$ cat src/rtl/pc_pkg.sv
// Shared types and default sizing for the program-counter / next-PC selection block.
package pc_pkg;

  typedef enum logic [1:0] {
    SEL_SEQ    = 2'd0,
    SEL_BRANCH = 2'd1,
    SEL_JUMP   = 2'd2,
    SEL_RET    = 2'd3
  } pc_sel_e;

  localparam int DEF_ADDR_W    = 16;
  localparam int DEF_PC_INC    = 2;
  localparam int DEF_RAS_DEPTH = 4;

endpackage

$ cat src/rtl/ras_stack.sv
// Return-address stack kept as a circular buffer: a push when full overwrites the
// oldest entry, and a pop when empty only raises the sticky underflow flag.
module ras_stack #(
  parameter int ADDR_W    = 16,
  parameter int RAS_DEPTH = 4
) (
  input  logic                           clk,
  input  logic                           rst,
  input  logic                           push,
  input  logic                           pop,
  input  logic [ADDR_W-1:0]              push_data,
  output logic [ADDR_W-1:0]              top,
  output logic [$clog2(RAS_DEPTH+1)-1:0] count,
  output logic                           overflow,
  output logic                           underflow
);

  localparam int CNT_W = $clog2(RAS_DEPTH + 1);
  localparam int PTR_W = $clog2(RAS_DEPTH);

  logic [ADDR_W-1:0] mem_q [RAS_DEPTH];
  logic [ADDR_W-1:0] mem_d [RAS_DEPTH];
  logic [PTR_W-1:0]  top_ptr_q, top_ptr_d;
  logic [CNT_W-1:0]  count_q, count_d;
  logic              overflow_q, overflow_d;
  logic              underflow_q, underflow_d;
  logic [PTR_W-1:0]  push_ptr_s;

  function automatic logic [PTR_W-1:0] ptr_inc(input logic [PTR_W-1:0] p);
    logic [PTR_W-1:0] r;
    if (p == PTR_W'(RAS_DEPTH - 1)) begin
      r = '0;
    end else begin
      r = p + PTR_W'(1);
    end
    return r;
  endfunction

  function automatic logic [PTR_W-1:0] ptr_dec(input logic [PTR_W-1:0] p);
    logic [PTR_W-1:0] r;
    if (p == '0) begin
      r = PTR_W'(RAS_DEPTH - 1);
    end else begin
      r = p - PTR_W'(1);
    end
    return r;
  endfunction

  assign push_ptr_s = ptr_inc(top_ptr_q);

  // Next stack state; pop takes precedence should both requests arrive together.
  always_comb begin
    mem_d       = mem_q;
    top_ptr_d   = top_ptr_q;
    count_d     = count_q;
    overflow_d  = overflow_q;
    underflow_d = underflow_q;
    if (pop) begin
      if (count_q != '0) begin
        top_ptr_d = ptr_dec(top_ptr_q);
        count_d   = count_q - CNT_W'(1);
      end else begin
        underflow_d = 1'b1;
      end
    end else if (push) begin
      // When full, the slot after top is the oldest entry, so it is overwritten.
      top_ptr_d          = push_ptr_s;
      mem_d[push_ptr_s]  = push_data;
      if (count_q == CNT_W'(RAS_DEPTH)) begin
        overflow_d = 1'b1;
      end else begin
        count_d = count_q + CNT_W'(1);
      end
    end else begin
      top_ptr_d = top_ptr_q;
    end
  end

  // Pointer, occupancy and sticky flags; cleared by reset.
  always_ff @(posedge clk) begin
    if (rst) begin
      top_ptr_q   <= '0;
      count_q     <= '0;
      overflow_q  <= 1'b0;
      underflow_q <= 1'b0;
    end else begin
      top_ptr_q   <= top_ptr_d;
      count_q     <= count_d;
      overflow_q  <= overflow_d;
      underflow_q <= underflow_d;
    end
  end

  // Entry storage; contents are meaningless after reset, so it is left unreset.
  always_ff @(posedge clk) begin
    mem_q <= mem_d;
  end

  assign top       = mem_q[top_ptr_q];
  assign count     = count_q;
  assign overflow  = overflow_q;
  assign underflow = underflow_q;

endmodule

$ cat src/rtl/next_pc_unit.sv
// Architectural PC register with a prioritised next-PC selector
// (return > jump/call > branch > sequential), stall hold and return-address stack.
module next_pc_unit
  import pc_pkg::*;
#(
  parameter int                ADDR_W    = DEF_ADDR_W,
  parameter int                PC_INC    = DEF_PC_INC,
  parameter int                RAS_DEPTH = DEF_RAS_DEPTH,
  parameter logic [ADDR_W-1:0] RESET_PC  = '0
) (
  input  logic                           clk,
  input  logic                           rst,
  input  logic                           stall,
  input  logic                           branch_taken,
  input  logic [ADDR_W-1:0]              branch_target,
  input  logic                           jump_sel,
  input  logic [ADDR_W-1:0]              jump_target,
  input  logic                           call,
  input  logic                           ret,
  output logic [ADDR_W-1:0]              pc,
  output logic [ADDR_W-1:0]              pc_next,
  output logic [ADDR_W-1:0]              link_addr,
  output logic [$clog2(RAS_DEPTH+1)-1:0] ras_count,
  output logic                           ras_overflow,
  output logic                           ras_underflow
);

  logic [ADDR_W-1:0] pc_q, pc_d;
  logic [ADDR_W-1:0] seq_pc_s;
  logic [ADDR_W-1:0] ras_top_s;
  pc_sel_e           sel_s;
  logic              ras_push_s;
  logic              ras_pop_s;
  logic              ras_empty_s;

  // Wraps modulo 2^ADDR_W; the carry is intentionally discarded.
  assign seq_pc_s    = pc_q + ADDR_W'(PC_INC);
  assign ras_empty_s = (ras_count == '0);

  // Priority encoder over the redirect requests.
  always_comb begin
    sel_s = SEL_SEQ;
    if (ret) begin
      sel_s = SEL_RET;
    end else if (call || jump_sel) begin
      sel_s = SEL_JUMP;
    end else if (branch_taken) begin
      sel_s = SEL_BRANCH;
    end else begin
      sel_s = SEL_SEQ;
    end
  end

  // Next-PC mux; a return on an empty stack falls through to the sequential PC.
  always_comb begin
    pc_d = seq_pc_s;
    if (stall) begin
      pc_d = pc_q;
    end else begin
      case (sel_s)
        SEL_RET:    pc_d = ras_empty_s ? seq_pc_s : ras_top_s;
        SEL_JUMP:   pc_d = jump_target;
        SEL_BRANCH: pc_d = branch_target;
        SEL_SEQ:    pc_d = seq_pc_s;
        default:    pc_d = seq_pc_s;
      endcase
    end
  end

  assign ras_pop_s  = !stall && ret;
  assign ras_push_s = !stall && !ret && call;

  // Architectural PC register.
  always_ff @(posedge clk) begin
    if (rst) begin
      pc_q <= RESET_PC;
    end else begin
      pc_q <= pc_d;
    end
  end

  ras_stack #(
    .ADDR_W    (ADDR_W),
    .RAS_DEPTH (RAS_DEPTH)
  ) u_ras (
    .clk       (clk),
    .rst       (rst),
    .push      (ras_push_s),
    .pop       (ras_pop_s),
    .push_data (seq_pc_s),
    .top       (ras_top_s),
    .count     (ras_count),
    .overflow  (ras_overflow),
    .underflow (ras_underflow)
  );

  assign pc        = pc_q;
  assign pc_next   = pc_d;
  assign link_addr = seq_pc_s;

endmodule
$ cat config.mk
export PLATFORM = sky130hd
export DESIGN_NAME = next_pc_unit
export DESIGN_NICKNAME = d
export VERILOG_FILES = /design/src/rtl/pc_pkg.sv /design/src/rtl/ras_stack.sv /design/src/rtl/next_pc_unit.sv
export SDC_FILE = /design/constraint.sdc
export NUM_CORES = 1
export LEC_CHECK = 0
export BUFFER_PORTS_ARGS = -buffer_cell sky130_fd_sc_hd__buf_2
export CORE_MARGIN = 5
export CORE_UTILIZATION = 45
export CTS_BUF_LIST = sky130_fd_sc_hd__clkbuf_8
export DETAILED_ROUTE_END_ITERATION = 8
export HOLD_SLACK_MARGIN = 0.15
export MAX_ROUTING_LAYER = met4
export PLACE_DENSITY_LB_ADDON = 0.1
export SLEW_MARGIN = 5
export SYNTH_ARGS = -nofsm -noshare
export SYNTH_HDL_FRONTEND = slang
export SYNTH_SLANG_ARGS = --single-unit
$ cat constraint.sdc
create_clock -name clk -period 2.4 [get_ports clk]
set_input_delay 0.12 -clock clk [delete_from_list [all_inputs] [get_ports clk]]
set_output_delay 0.12 -clock clk [all_outputs]
set_load 0.05 [all_outputs]
# Yosys cells after proc, flatten, opt, wreduce, memory -nomap -nowiden
# Cells that the tools add are included.
# word_totals
ff_bits	87
output_inout_bits	53
wordCells	66
# classes
addsub	5
order_cmp	3
n_eq_ne	7
muxes	21
bitwise	4
n_reduce_logical	17
# ops
op	count
$mux 16	5
$bwmux 64	1
$pmux 16 s4	1
$bmux 16 s2	1
$demux 16 s2	1
$add 16x2->16 const B	1
$mux 2	7
$mux 3	4
$eq 2x2->1 const B	3
$ge 3x3->1 const B	2
$not 2->3	2
$reduce_and 2->1	3
$reduce_and 3->1	2
$logic_and 1x1->1	4
$logic_not 2->1	2
$add 3x1->3 const B	1
$eq 3x3->1 const B	1
$logic_not 3->1	1
$lt 3x1->1 const B	1
$reduce_bool 3->1	1
$sub 3x1->3 const B	1
$add 2x1->2 const B	1
$eq 2x1->1 const B	1
$logic_not 1->1	2
other kinds (7)	8

# Logic depth before layout (Yosys ltp)
# Gate-level depths: netlist of the first run.
# logic_depth
word_depth	8
ltp_mapped	8
depth_no_buf	7

# By module
# A second synthesis of the first run with hierarchy kept.
# unflattened
hier_cells	370
hier_area_um2	4471.8
# modules_own_cells
module	instances	cells_each	area_each_um2	seq_area_each_um2
ras_stack	1	139	2805.2	2062.0
next_pc_unit	1	231	1666.6	320.3

# Worst setup path after synthesis of the first run
# OpenSTA, ideal clock, no wires.
# synth_timing
kind	reg2reg
startpoint	reg pc_q[3], in the netlist pc[3]
endpoint	reg pc_q[14], in the netlist pc[14]
setup_time_ns	0.060
arrival_time_ns	3.130
required_ns	2.340
setup_slack_ns	-0.789
path_stages_with_launch	7
period_less_slack_ns	3.189
path_cell_list	dfxtp_1 buf_2 nand4_4 nor4_2 xor2_1 a221o_1 and2b_1
# synth_between
elab_chain_cells	4
# synth_lines
item	line_no	text
start, declared	next_pc_unit.sv:28	logic [ADDR_W-1:0] pc_q, pc_d;
start signal, assigned	next_pc_unit.sv:78	pc_q <= pc_d;
$add 16x2->16 (*)	next_pc_unit.sv:37	assign seq_pc_s = pc_q + ADDR_W'(PC_INC);
net link_addr[14]	next_pc_unit.sv:22	output logic [ADDR_W-1:0] link_addr,
$mux 16	next_pc_unit.sv:61	SEL_RET: pc_d = ras_empty_s ? seq_pc_s : ras_top_s;
$pmux 16 s4 (*)	next_pc_unit.sv:60	case (sel_s)
$mux 16 (*)	next_pc_unit.sv:57	if (stall) begin
net pc_next[14]	next_pc_unit.sv:21	output logic [ADDR_W-1:0] pc_next,
# Mark *: on every way through the listed nets, which the timed path passes. The rest lies on a longest branch.
# A chain may end at the register's enable or synchronous reset.

# Worst setup path in the final report of the first run
# layout_timing
startpoint	reg pc_q[7], in the netlist pc[7]
endpoint	out pc_next[14]
# layout_between
elab_chain_cells	4
# layout_lines
item	line_no
$add 16x2->16 (*)	next_pc_unit.sv:37
$mux 16	next_pc_unit.sv:61
$pmux 16 s4 (*)	next_pc_unit.sv:60
$mux 16 (*)	next_pc_unit.sv:57
end, declared	next_pc_unit.sv:21
# Mark *: on every way between the ends. The rest lies on a longest branch, timed or not.

==> impl_metrics.toml, run 1 <==
[timing]
period_needed_ns = 2.33
holdWs_ns = 0.220
finalSetupViolCount = 0
maxSlewHeadroom_pct = 55.9
finalWorstSetupSlack_ns = 0.0696
rsz0062_at_grt = "true"
max_freq_mhz = 429
tightest_slew_ns = 0.662
post-route-period-util_pct = 97.1
drv_slew = 0
skew_ns = 0.0121
finalHoldViolCount = 0

[min_path]
holdCritPathClass = "in2reg"

[worst_setup_path]
reg2reg_slack_ns = 0.52
regToRegEndpoint = "pc[14]$_SDFF_PP0_"
max_stage_delay_ns = 0.49
rr_worst_depth = 5
path_cells = "nand3_1 -> nor4_4 -> xor2_4 -> a221o_2 -> buf_2"
r2r-start = "pc[7]$_SDFF_PP0_"
crit_buf_inv = 1
crit_type = "reg2out"
crit_path_max_fanout = 6
worstPathRequired_ns = 2.28
critPathLaunchType = "flip-flop"
cp.depth = 5
critical_path.endpoint_type = "output port"
cp-startpoint = "pc[7]$_SDFF_PP0_"
slowest_stage = "dfxtp_1"
cp.arrival_ns = 2.21
critical-path-top-delay-family = "simple AND/OR/NAND/NOR gates"
crit_end = "pc_next[14]"

[die]
fp.dieArea_um2 = 11300
rows = 35
io_pins = 92
core_area_um2 = 9150
initial_core_util_pct = 45.8
fp.dieH_um = 107
fp.dieW_um = 107

[placed_design]
dp_slack_ns = 0.170
io_buffers = 91
gp_congestion = 0.836
placedInstanceArea_um2 = 4880
dp_hpwl_mm = 8.40

[global_route]
grt_max_degree = 24
grt_pass1_wl_mm = 18.5
grt-ovfl-total = 0
grt_antenna_before_repair = 0
grt_usage_pct = 22.5
grt_pass1_vias = 3243

[finish]
mostFrequentLayoutCells = "buf_2, edfxtp_1, nand2_1, o21ai_0, inv_1"
fin_util_pct = 55.8
design_area_um2 = 5110
area_growth_pct = 21.8
drive_above_1_share_pct = 38.3
nets = 489
layout_commonest_cell = "buf_2"
n_antenna_cell = 0

[clock_tree]
cts_buffers = 9
tritoncts = "yes"
cts_hold_buf = 0
clock_latency_ns = 0.37
cts_sinks = 87
h-tree-depth = 3
clockBufferDepth = 2
cts.clk_slew.worst_paths_ns = 0.08
cts_root_buf = "clkbuf_8"

[routing]
routed_via_density = 5.60
drc = 0
drt.antenna.violating_nets = 0
vias = 3125
drt-total-wl_mm = 11.8
first_pass_iters = 5
drt-initial-drc-count = 198
wl_per_cell_um = 21.1

[logic_synthesis]
ys.flop_type = "edfxtp_1"
synth-edff-count = 64
syn_nets = 389
yosysWarnings = 0
syn_inst = 342
synth-seq-cells = 87
yosysSeqAreaShare_pct = 56.8
yosysUniqueCellTypes = 52
avgSynthCellArea_um2 = 12.3
netlist_area_um2 = 4190
ys_async_sr_fraction_pct = 0

[power_and_ir_drop]
power_leakage_nw = 2.05
power.density_nw_per_um2 = 718
ir_worst_vdd_mv = 0.384
p_total_mw = 3.67

[status]
status = "completed"

[run]
max_cap_violations = 0
metrics by stage:
stage | instances | setup TNS (ns)
floorplan | 342 | -0.0990
global placement | 541 | 0
detailed placement | 541 | 0
CTS | 557 | 0
global route | 558 | -0.103
finish | 558 | 0
flip-flops by register name (all words and copies together) (netlist names):
| signal | count |
|---|---|
| u_ras.overflow | 1 |
| u_ras.underflow | 1 |
| u_ras.count | 3 |
| pc | 16 |
| u_ras.mem_q | 64 |
| u_ras.top_ptr_q | 2 |
Yosys cell counts, types with 2 or more instances:
cell | count | share of area (%)
mux4_2 | 16 | 8.6
and3_1 | 4 | 0.60
edfxtp_1 | 64 | 46
nand3_1 | 13 | 1.6
mux2i_1 | 2 | 0.48
nor2b_1 | 12 | 1.8
inv_1 | 17 | 1.5
ha_1 | 7 | 2.1
nor2_1 | 14 | 1.3
nor2_2 | 2 | 0.30
a31oi_1 | 4 | 0.60
xor2_1 | 2 | 0.42
a22oi_1 | 9 | 1.6
nor3_1 | 6 | 0.72
o22a_1 | 2 | 0.42
nor4_2 | 2 | 0.60
and2b_1 | 2 | 0.36
xnor2_1 | 14 | 2.9
a221o_1 | 2 | 0.48
o21ai_0 | 24 | 2.9
nand2_1 | 36 | 3.2
clkbuf_1 | 10 | 0.90
a211oi_1 | 4 | 0.72
o211ai_1 | 6 | 1.1
a22o_1 | 3 | 0.63
a21oi_1 | 11 | 1.3
buf_4 | 2 | 0.36
dfxtp_1 | 23 | 11
buf_2 | 5 | 0.60
o21ai_1 | 2 | 0.24
cell families after synthesis:
logic type | after synthesis | synth area share [%]
AO/OA/AOI/OAI | 76 | 12.1
XOR/XNOR | 16 | 3.34
adder cells (fa/ha/maj) | 8 | 2.57
buffers and inverters | 38 | 4.00
flip-flops | 87 | 56.8
multiplexers | 18 | 9.07
AND/OR/NAND/NOR | 99 | 12.1
report_power, final:
part	switching, mW	internal [mW]	total [mW]
clock network	0.540	0.506	1.05
logic	0.623	0.257	0.879
registers	0.0621	1.68	1.74
how the worst min path moves through the flow:
stage	endpoint	cells past startpoint	slack, ns	startpoint
6_report	u_ras.count[2]$_SDFFE_PP0P_	2	0.22	rst
5_1_grt	pc[0]$_SDFF_PP0_	2	0.23	rst
4_1_cts	u_ras.underflow$_SDFFE_PP0P_	2	0.21	rst
3_5_place_dp	u_ras.underflow$_SDFFE_PP0P_	2	0.46	u_ras.underflow$_SDFFE_PP0P_
3_3_place_gp	u_ras.underflow$_SDFFE_PP0P_	2	0.46	u_ras.underflow$_SDFFE_PP0P_
2_1_floorplan	pc[9]$_SDFF_PP0_	1	0.18	rst
metal layers:
metal	global-route usage [%]	share of wire, %
met3	4.61	6.5
met1	29.3	43
met2	35.4	49
met5	-	0
met4	7.67	1.7
what timing repair did:
| action | in CTS | in global routing |
|---|---|---|
| endpoints found under the setup margin | 13 | 13 |
| resized for setup | 2 | 2 |
| buffers inserted | 0 | 1 |
| pin swaps | 0 | 2 |
area by class of cell:
type / count / area (um2)
Clock inverter: 6 / 61.3
Tap cell: 111 / 139
Clock buffer: 10 / 138
Sequential cell: 87 / 2400
Fill cell: 773 / 4050
Inverter: 18 / 67.6
Multi-Input combinational cell: 217 / 1710
Timing Repair Buffer: 109 / 591
(Power assumes the default switching activity.)
==> run 2: changes to the inputs <==
--- a/config.mk
+++ b/config.mk
@@ -6,8 +6,10 @@
 export NUM_CORES = 1
 export LEC_CHECK = 0
 export BUFFER_PORTS_ARGS = -buffer_cell sky130_fd_sc_hd__buf_2
+export CELL_PAD_IN_SITES_DETAIL_PLACEMENT = 1
+export CELL_PAD_IN_SITES_GLOBAL_PLACEMENT = 2
 export CORE_MARGIN = 5
-export CORE_UTILIZATION = 45
+export CORE_UTILIZATION = 37
 export CTS_BUF_LIST = sky130_fd_sc_hd__clkbuf_8
 export DETAILED_ROUTE_END_ITERATION = 8
 export HOLD_SLACK_MARGIN = 0.15
==> run 2 against run 1 <==
Net effect: setup slack better by 0.047 ns; clock-buffer cell count decreased by 1; maximum frequency grew 2.1%; sequential share of layout area fell by 0.41 points; wire length is 15% higher; via count rose by 1.1%; critical path depth stayed put.
==> impl_metrics.toml, run 2 (synthesis results as in run 1) <==
[clock_tree]
clockBufferDepth = 2
cts_buffers = 9
clock_latency_ns = 0.37
h-tree-depth = 3
cts_hold_buf = 0
cts_root_buf = "clkbuf_8"
cts.clk_slew.worst_paths_ns = 0.09
cts_sinks = 87
tritoncts = "yes"

[finish]
layout_commonest_cell = "buf_2"
nets = 490
fin_util_pct = 46.9
regMostFlops = "u_ras.mem_q"
n_antenna_cell = 0
drive_above_1_share_pct = 38.4
area_growth_pct = 23.0
mostFrequentLayoutCells = "buf_2, edfxtp_1, nand2_1, o21ai_0, inv_1"
fin_cells = 588
largest_register_ffs = 64

[routing]
wl_per_cell_um = 23.1
first_pass_iters = 5
drc = 0
drt-initial-drc-count = 209
drt.antenna.violating_nets = 0
drt-total-wl_mm = 13.6
vias = 3159
routed_via_density = 5.37

[worst_setup_path]
regToRegEndpoint = "pc[15]$_SDFF_PP0_"
worstPathRequired_ns = 2.28
rr_worst_depth = 5
reg2reg_slack_ns = 0.53
cp.arrival_ns = 2.16
crit_path_max_fanout = 9
critPathLaunchType = "flip-flop"
critical_path.endpoint_type = "output port"
r2r-start = "u_ras.top_ptr_q[0]$_SDFFE_PP0P_"
crit_type = "reg2out"

[timing]
maxSlewHeadroom_pct = 59.4
period_needed_ns = 2.28
fin_tns_setup_ns = 0
rsz0062_at_grt = "true"
finalHoldViolCount = 0
post-route-period-util_pct = 95.2
drv_slew = 0
skew_ns = 0.00865
finalSetupViolCount = 0
tightest_slew_ns = 0.608
max_freq_mhz = 438

[run]
max_cap_violations = 0

[power_and_ir_drop]
comb_power_share_pct = 25.8
ir_worst_vdd_mv = 0.373
p_sw_mw = 1.23
clkPwrFrac_pct = 25.1
intPower_mw = 2.31
power.density_nw_per_um2 = 685
power_leakage_nw = 2.06
switching_share_pct = 34.8
p_total_mw = 3.53
seqPwrFrac_pct = 49.1

[global_route]
grt_pass1_vias = 3423
grt_usage_pct = 21.8
grt_antenna_before_repair = 0
grt_max_degree = 24
grt-ovfl-total = 0
grt_pass1_wl_mm = 20.6

[placed_design]
dpl.cell_count = 570
dp_hpwl_mm = 9.59
io_buffers = 91
gp_congestion = 0.780

[die]
initial_core_util_pct = 38.2
fp.dieArea_um2 = 13600
core_area_um2 = 11000
fp.dieH_um = 116
io_pins = 92
fp.dieW_um = 116
rows = 38

[min_path]
hold_depth = 2
holdCritPathClass = "in2reg"
hold_end = "u_ras.underflow$_SDFFE_PP0P_"
min_from = "rst"

[status]
status = "completed"
## run 2: changes by cell type in the layout (fill, tap and decap cells not counted), moves of 2 or more
cell / before / now
clkinv_2: 0 / 3
clkbuf_4: 0 / 2
buf_12: 0 / 2
buf_2: 91 / 87
## run 2: metal layers
layer | global-route usage (%) | vias up | wire (um) | part of all wire [%]
li1 | - | 1470 | - | -
met1 | 28.3 | 1569 | 6040 | 44
met2 | 35.3 | 99 | 6570 | 48
met3 | 4.40 | 21 | 801 | 5.9
met4 | 5.41 | 0 | 195 | 1.4
met5 | - | - | 0 | 0
## run 2: power groups by stage
stage	registers, mW	logic, mW	clock network, mW
after floorplan	1.86	0.552	0
after global placement	1.76	0.905	0
after detailed placement	1.77	0.912	0
after CTS	1.73	0.918	0.907
after global routing	1.74	0.971	0.974
final	1.74	0.911	0.888
## run 2: worst max-delay path by stage
stage,start,to,slack (ns)
detailed placement,pc[8]$_SDFF_PP0_,pc_next[14],0.32
CTS,pc[9]$_SDFF_PP0_,pc_next[14],-0.001
finish,pc[3]$_SDFF_PP0_,pc_next[14],0.12
global placement,pc[8]$_SDFF_PP0_,pc_next[14],0.37
floorplan,pc[3]$_SDFF_PP0_,pc[14]$_SDFF_PP0_,-0.1
global route,pc[1]$_SDFF_PP0_,pc_next[15],-0.01
## run 2: timing repair
action | in CTS | in global routing
gates resized for setup | 6 | 4
cloned | 0 | 0
buffers inserted | 0 | 2
endpoints found under the setup margin | 4 | 8
pin swaps | 2 | 2
## run 2: critical path: stages, from the launching register on
cell and delay, ns:
dfxtp_2 0.45, nand4_4 0.24, nor4_4 0.39, xor2_4 0.14, a221o_2 0.38, buf_4 0.19
## run 2: through the flow
stage / instance area (um2) / hold slack [ns] / setup slack, ns
6_report: 5160 / 0.229 / 0.116
5_1_grt: 5160 / 0.233 / -0.00991
4_1_cts: 5130 / 0.217 / -0.00107
3_5_place_dp: 4940 / 0.470 / 0.322
3_3_place_gp: 4940 / 0.453 / 0.369
2_1_floorplan: 4260 / 0.184 / -0.0990
## run 2: area by class of cell
cell class,count,area (um2)
tap,140,175
fill,1195,5830
clock inverter,7,33.8
clock buffer,9,124
multi-input combinational,217,1720
sequential,87,2400
timing repair buffer,110,633
inverter,18,67.6
